$ cat src/rtl/ks10_rst_pkg.sv
// Shared constants and FSM state encoding for the KS10 reset sequencer.
package ks10_rst_pkg;

   typedef enum logic [1:0] {
      WAIT_LOCK = 2'd0,
      RELEASE   = 2'd1,
      RUN       = 2'd2,
      HOLD      = 2'd3
   } rst_state_t;

   localparam int DEF_STAGES    = 4;
   localparam int DEF_DELAY     = 16;
   localparam int DEF_LOCK_FILT = 8;
   localparam int DEF_WDOG      = 65536;

   function automatic int max3(input int a, input int b, input int c);
      int m;
      m = (a > b) ? a : b;
      return (m > c) ? m : c;
   endfunction

endpackage

$ cat src/rtl/rst_sync2.sv
// Two-flop synchronizer for a single asynchronous level, cleared by rst.
module rst_sync2 (
   input  logic clk,
   input  logic rst,
   input  logic d,
   output logic q
);

   logic meta;

   always_ff @(posedge clk or posedge rst) begin
      if (rst) begin
         meta <= 1'b0;
         q    <= 1'b0;
      end else begin
         meta <= d;
         q    <= meta;
      end
   end

endmodule

$ cat src/rtl/rst_seq.sv
// KS10 reset sequencer: filters PLL lock, then releases reset domains in order.
// Optional lock watchdog is built when RST_SEQ_WDOG_EN is defined.
module rst_seq
   import ks10_rst_pkg::*;
#(
   parameter int STAGES      = DEF_STAGES,
   parameter int DELAY       = DEF_DELAY,
   parameter int LOCK_FILT   = DEF_LOCK_FILT,
   parameter int WDOG_CYCLES = DEF_WDOG
) (
   input  logic              clk,
   input  logic              rst,
   input  logic              lock,
   input  logic              swrst,
   output logic [STAGES-1:0] rst_o,
   output logic              ready,
   output logic              wdog_err
);

   localparam int CW = $clog2(max3(DELAY, LOCK_FILT, WDOG_CYCLES)) + 1;
   localparam int KW = $clog2(STAGES + 1);

   rst_state_t        state, state_n;
   logic [CW-1:0]     cnt, cnt_n;
   logic [KW-1:0]     k, k_n;
   logic [STAGES-1:0] rst_o_n;
   logic              ready_n;
   logic              lock_s;

   rst_sync2 u_lock_sync (
      .clk (clk),
      .rst (rst),
      .d   (lock),
      .q   (lock_s)
   );

   always_ff @(posedge clk or posedge rst) begin
      if (rst) begin
         state <= WAIT_LOCK;
         cnt   <= '0;
         k     <= '0;
         rst_o <= '1;
         ready <= 1'b0;
      end else begin
         state <= state_n;
         cnt   <= cnt_n;
         k     <= k_n;
         rst_o <= rst_o_n;
         ready <= ready_n;
      end
   end

   always_comb begin
      state_n = state;
      cnt_n   = cnt;
      k_n     = k;
      rst_o_n = rst_o;
      ready_n = ready;

      // Lock loss outside WAIT_LOCK overrides everything, including swrst.
      if (state != WAIT_LOCK && !lock_s) begin
         state_n = WAIT_LOCK;
         cnt_n   = '0;
         k_n     = '0;
         rst_o_n = '1;
         ready_n = 1'b0;
      end else begin
         case (state)
            WAIT_LOCK: begin
               if (!lock_s) begin
                  cnt_n = '0;
               end else if (cnt == CW'(LOCK_FILT - 1)) begin
                  state_n = RELEASE;
                  cnt_n   = '0;
                  k_n     = '0;
               end else begin
                  cnt_n = cnt + 1'b1;
               end
            end
            RELEASE: begin
               if (cnt == CW'(DELAY - 1)) begin
                  cnt_n   = '0;
                  rst_o_n = rst_o & ~(STAGES'(1) << k);
                  k_n     = k + 1'b1;
                  if (k == KW'(STAGES - 1)) begin
                     state_n = RUN;
                     ready_n = 1'b1;
                  end
               end else begin
                  cnt_n = cnt + 1'b1;
               end
            end
            RUN: begin
               if (swrst) begin
                  state_n = HOLD;
                  cnt_n   = '0;
                  rst_o_n = '1;
                  ready_n = 1'b0;
               end
            end
            HOLD: begin
               if (cnt == CW'(DELAY - 1)) begin
                  state_n = WAIT_LOCK;
                  cnt_n   = '0;
               end else begin
                  cnt_n = cnt + 1'b1;
               end
            end
            default: begin
               state_n = WAIT_LOCK;
               cnt_n   = '0;
            end
         endcase
      end
   end

`ifdef RST_SEQ_WDOG_EN
   logic [CW-1:0] wcnt;

   // Counter parks at its terminal value so it can never wrap back to zero.
   always_ff @(posedge clk or posedge rst) begin
      if (rst) begin
         wcnt     <= '0;
         wdog_err <= 1'b0;
      end else if (state != WAIT_LOCK) begin
         wcnt <= '0;
      end else if (wcnt == CW'(WDOG_CYCLES - 1)) begin
         wdog_err <= 1'b1;
      end else begin
         wcnt <= wcnt + 1'b1;
      end
   end
`else
   assign wdog_err = 1'b0;
`endif

endmodule

$ cat config.mk
export PLATFORM = sky130hd
export DESIGN_NAME = rst_seq
export DESIGN_NICKNAME = d
export VERILOG_FILES = /design/src/rtl/ks10_rst_pkg.sv /design/src/rtl/rst_sync2.sv /design/src/rtl/rst_seq.sv
export SDC_FILE = /design/constraint.sdc
export NUM_CORES = 1
export LEC_CHECK = 0
export BUFFER_PORTS_ARGS = -buffer_cell sky130_fd_sc_hd__buf_2
export CORE_ASPECT_RATIO = 2
export CORE_MARGIN = 3
export CORE_UTILIZATION = 54
export DETAILED_ROUTE_END_ITERATION = 10
export GPL_TIMING_DRIVEN = 0
export PLACE_DENSITY = 0.71
export REMOVE_ABC_BUFFERS = 1
export SYNTH_ARGS = -nofsm -noshare
export SYNTH_HDL_FRONTEND = slang
export SYNTH_SLANG_ARGS = --single-unit
$ cat constraint.sdc
create_clock -name clk -period 1.9 [get_ports clk]
set_input_delay 0 -clock clk [delete_from_list [all_inputs] [get_ports clk]]
set_output_delay 0 -clock clk [all_outputs]
set_load 0.01 [all_outputs]
==> impl_results.html <==
<table>
<tr><th>Metric</th><th>Value</th></tr>
<tr><th colspan="2">Floorplanning</th></tr>
<tr><td>Chip height</td><td>approximately 87 um</td></tr>
<tr><td>Core area</td><td>3050 sq um</td></tr>
<tr><td>Num ports</td><td>10</td></tr>
<tr><td>Num rows</td><td>28</td></tr>
<tr><td>Die width</td><td>~46 um</td></tr>
<tr><td>Effective utilization at floorplan</td><td>0.576</td></tr>
<tr><td>Die footprint</td><td>4010 sq um</td></tr>
<tr><th colspan="2">Worst setup path</th></tr>
<tr><td>Kind of end point of the critical path</td><td>flop</td></tr>
<tr><td>Number of cell instances on the worst register-to-register path</td><td>7</td></tr>
<tr><td>Critical setup path kind</td><td>flop to flop</td></tr>
<tr><td>Maximum net fanout on the critical path</td><td>3</td></tr>
<tr><td>CP required</td><td>2.09 ns</td></tr>
<tr><td>Critical path arrival</td><td>2.24 ns</td></tr>
<tr><td>Kind of launch point of the worst setup path</td><td>flop</td></tr>
<tr><th colspan="2">Clocking</th></tr>
<tr><td>H-tree levels</td><td>2</td></tr>
<tr><td>Clock latency at the later pin of the worst-skew pair</td><td>0.28 ns</td></tr>
<tr><td>Max Root-Sink Buffers</td><td>2</td></tr>
<tr><td>Number of buffers added by the clock tree synthesis step</td><td>5</td></tr>
<tr><td>Clock sink count</td><td>29</td></tr>
<tr><td>CTS root buffer</td><td>clkbuf_8</td></tr>
<tr><td>CTS tree</td><td>yes</td></tr>
<tr><td>CTS clk-pin slew, worst paths</td><td>0.06 ns</td></tr>
<tr><th colspan="2">Synthesis</th></tr>
<tr><td>Sequential cell area fraction in the yosys report</td><td>0.416</td></tr>
<tr><td>Number of synthesized flops with an enable pin</td><td>0</td></tr>
<tr><td>Synthesized instance count</td><td>189</td></tr>
<tr><td>Number of synthesis warnings</td><td>0</td></tr>
<tr><td>Synth Register Bits</td><td>29</td></tr>
<tr><td>Post-Synthesis Cell Area</td><td>1760 sq um</td></tr>
<tr><td>Fraction of synthesis flops using an asynchronous set or reset pin</td><td>1.00</td></tr>
<tr><td>Synth Flop Type</td><td>dfrtp_1</td></tr>
<tr><td>Mean instance size in the synthesized netlist</td><td>between 9 and 10 sq um</td></tr>
<tr><td>Distinct cell type count after synthesis</td><td>50</td></tr>
<tr><th colspan="2">Placed design</th></tr>
<tr><td>Setup WS pre-CTS</td><td>-0.396 ns</td></tr>
<tr><td>GPL Wtd Cong</td><td>0.839</td></tr>
<tr><td>Total of buffers placed on input and output ports</td><td>8</td></tr>
<tr><td>DP Cell Count</td><td>221</td></tr>
<tr><td>HPWL after DPL</td><td>between 2 and 3 mm</td></tr>
<tr><th colspan="2">Global routing</th></tr>
<tr><td>Maximum number of pins on one net before global-route repair</td><td>30</td></tr>
<tr><td>Total global-route track usage</td><td>0.230</td></tr>
<tr><td>Antenna violations before repair</td><td>0</td></tr>
<tr><td>GR Overflow Total</td><td>0</td></tr>
<tr><td>Wire length of the first global-routing pass</td><td>about 6.8 mm</td></tr>
<tr><td>Vias in the first global route</td><td>approximately 1.5k</td></tr>
<tr><th colspan="2">Detailed routing</th></tr>
<tr><td>Vias/cell</td><td>6.08</td></tr>
<tr><td>Final WL</td><td>4.45 mm</td></tr>
<tr><td>Iteration-0 DRC Markers</td><td>51</td></tr>
<tr><td>Number of optimization iterations in the first detailed-route pass</td><td>4</td></tr>
<tr><td>Total vias in the final route</td><td>about 1.5k</td></tr>
<tr><td>Post-route DRC</td><td>0</td></tr>
<tr><td>Routed wirelength normalized by instance count</td><td>17.9 um</td></tr>
<tr><td>Post-route ant nets</td><td>0</td></tr>
<tr><th colspan="2">Job</th></tr>
<tr><td>Max Cap Viol</td><td>0</td></tr>
<tr><th colspan="2">Pwr</th></tr>
<tr><td>Final total power</td><td>approximately 2500 uW</td></tr>
<tr><td>Int Pwr</td><td>1560 uW</td></tr>
<tr><td>Net switching power of the design</td><td>933 uW</td></tr>
<tr><td>Part of the total power dissipated in the clock network</td><td>0.207</td></tr>
<tr><td>Peak supply drop</td><td>between 800 and 900 uV</td></tr>
<tr><td>Reg power frac</td><td>0.301</td></tr>
<tr><td>Pwr dens</td><td>between 1000 and 1500 nW/um^2</td></tr>
<tr><td>Combinational cell fraction of total power</td><td>0.493</td></tr>
<tr><td>Leakage power</td><td>0.000924 uW</td></tr>
<tr><td>Switching part of the total</td><td>0.375</td></tr>
<tr><th colspan="2">Status</th></tr>
<tr><td>Result of the run</td><td>finished with violations</td></tr>
<tr><td>Failing checks</td><td>hold timing, setup timing</td></tr>
<tr><th colspan="2">Timing</th></tr>
<tr><td>Number of failing hold endpoints at the final stage</td><td>19</td></tr>
<tr><td>Max-slew headroom at the worst pin</td><td>0.272</td></tr>
<tr><td>Worst path setup slack after routing</td><td>-0.153 ns</td></tr>
<tr><td>Clock skew after layout</td><td>0.00483 ns</td></tr>
<tr><td>Final period utilization</td><td>1.08</td></tr>
<tr><td>Least-Margin Pin Slew</td><td>1.09 ns</td></tr>
<tr><td>Setup violations, final</td><td>3</td></tr>
<tr><td>Minimum clock period</td><td>2.05 ns</td></tr>
<tr><td>Unrepaired setup endpoints after global routing</td><td>true</td></tr>
<tr><td>Hold Worst Slack</td><td>-0.0185 ns</td></tr>
<tr><td>Achievable Freq</td><td>0.487 GHz</td></tr>
<tr><td>Number of max-slew violations in the final report</td><td>0</td></tr>
<tr><th colspan="2">Layout</th></tr>
<tr><td>Fill count</td><td>216</td></tr>
<tr><td>Area Overhead vs Synth</td><td>26.7%</td></tr>
<tr><td>Final cell count without fillers</td><td>248</td></tr>
<tr><td>Diode count</td><td>0</td></tr>
<tr><td>Fraction of layout cells with a size suffix above 1</td><td>0.321</td></tr>
<tr><td>Post-layout nets</td><td>roughly 230</td></tr>
<tr><th colspan="2">Min path</th></tr>
<tr><td>Worst min-delay path category</td><td>input pin to async pin</td></tr>
</table>
-- critical path, stage by stage (launching register included) --
cell	delay, ns
dfrtp_1	0.38
inv_2	0.09
ha_4	0.18
or2_4	0.24
and3_4	0.19
or3b_4	0.39
a211oi_4	0.25
mux2i_1	0.25
-- metal layers --
| metal | wire, um | global-route usage |
|---|---|---|
| met2 | 2600 | 0.423 |
| met5 | 0 | 0 |
| met1 | 1580 | 0.232 |
| met4 | 119 | 0.0933 |
| met3 | 148 | 0.0457 |
-- cell usage after synthesis (all sizes together) (2+ instances only) --
| master | instances | area [sq um] |
|---|---|---|
| dfrtp | 25 | 626 |
| nor2b | 2 | 12.5 |
| nor4 | 3 | 18.8 |
| a21o | 3 | 23.8 |
| nor2 | 17 | 73.8 |
| nand4 | 4 | 25.0 |
| xnor2 | 4 | 35.0 |
| ha | 11 | 138 |
| or3 | 2 | 17.5 |
| o21ai | 17 | 85.1 |
| dfstp | 4 | 105 |
| and3 | 2 | 17.5 |
| nand4b | 2 | 17.5 |
| and4 | 3 | 27.5 |
| inv | 14 | 52.6 |
| or4 | 3 | 22.5 |
| o22ai | 3 | 18.8 |
| a22o | 6 | 52.6 |
| a21oi | 5 | 28.8 |
| nand3 | 5 | 25.0 |
| buf | 6 | 46.3 |
| nand2 | 20 | 75.1 |
| nor3 | 7 | 35.0 |
| mux2i | 4 | 40.0 |
| nand2b | 2 | 12.5 |
-- layout by cell type (no fill, tap or decap), types with 5 or more instances in the layout --
cell / instances
nand2_1: 19
buf_2: 8
nor2_1: 14
dfrtp_1: 23
inv_1: 12
buf_4: 15
ha_1: 7
nand3_1: 5
a22o_1: 6
clkbuf_8: 6
nor3_1: 5
o21ai_0: 14
-- final timing paths --
check / start / end / slack (ns)
hold reg to reg: u_lock_sync.meta$_DFF_PP0_ / u_lock_sync.q$_DFF_PP0_ / 0.35
hold / removal: rst / k[2]$_DFFE_PP0P_ / -0.02
setup reg to reg: state[0]$_DFFE_PP0P_ / state[1]$_DFFE_PP0P_ / -0.15
max in group asynchronous: rst / cnt[8]$_DFFE_PP0P_ / 1.18
min in group clk: swrst / rst_o[0]$_DFFE_PP1P_ / 0.09
setup / recovery: state[0]$_DFFE_PP0P_ / state[1]$_DFFE_PP0P_ / -0.15
-- state kept, by name (all words and copies together) (netlist names) --
signal and count:
k 3, ready 1, state 2, rst_o 4, u_lock_sync.q 1, cnt 17
u_lock_sync.meta 1
-- cell families (layout without fill, tap and decap cells) --
family | count (synthesis) | in the layout | synth area share
flops | 29 | 29 | 0.416
other cells | 1 | 1 | 0.00214
compound gates | 40 | 41 | 0.149
buf+inv | 20 | 48 | 0.0563
mux | 4 | 4 | 0.0228
simple gates | 79 | 79 | 0.250
fa+ha+maj | 11 | 11 | 0.0784
xor+xnor | 5 | 5 | 0.0249
-- per-stage QoR --
step,util,area [sq um],setup TNS [ns]
after floorplan,-,1710,-0.242
after global placement,0.586,1790,-1.37
after detailed placement,0.586,1790,-2.76
after CTS,0.653,1990,-0.374
after global routing,0.730,2220,-0.814
final,0.730,2220,-0.267
-- power by group through the flow --
stage	clock, uW	sequential [uW]	combinational, uW
2_1_floorplan	0	748	533
3_3_place_gp	0	744	676
3_5_place_dp	0	750	718
4_1_cts	523	738	895
5_1_grt	547	754	1320
6_report	515	749	1230
-- cell type report --
cell class / count / area, sq um / share of cell area
clock buffer: 8 / 90.1 / 0.0405
tap: 30 / 37.5 / 0.0169
multi-input combinational: 141 / 1120 / 0.502
inverter: 14 / 52.6 / 0.0236
sequential: 29 / 733 / 0.330
timing repair buffer: 26 / 194 / 0.0872
-- timing repair --
action	CTS	global route
endpoints found under the hold margin	1	0
cloned	0	1
resized for setup	13	28
endpoints found under the setup margin	23	20
pin swaps	6	13
hold buffers	1	0
setup buffers	8	9
Power figures use the tool's default switching activity.
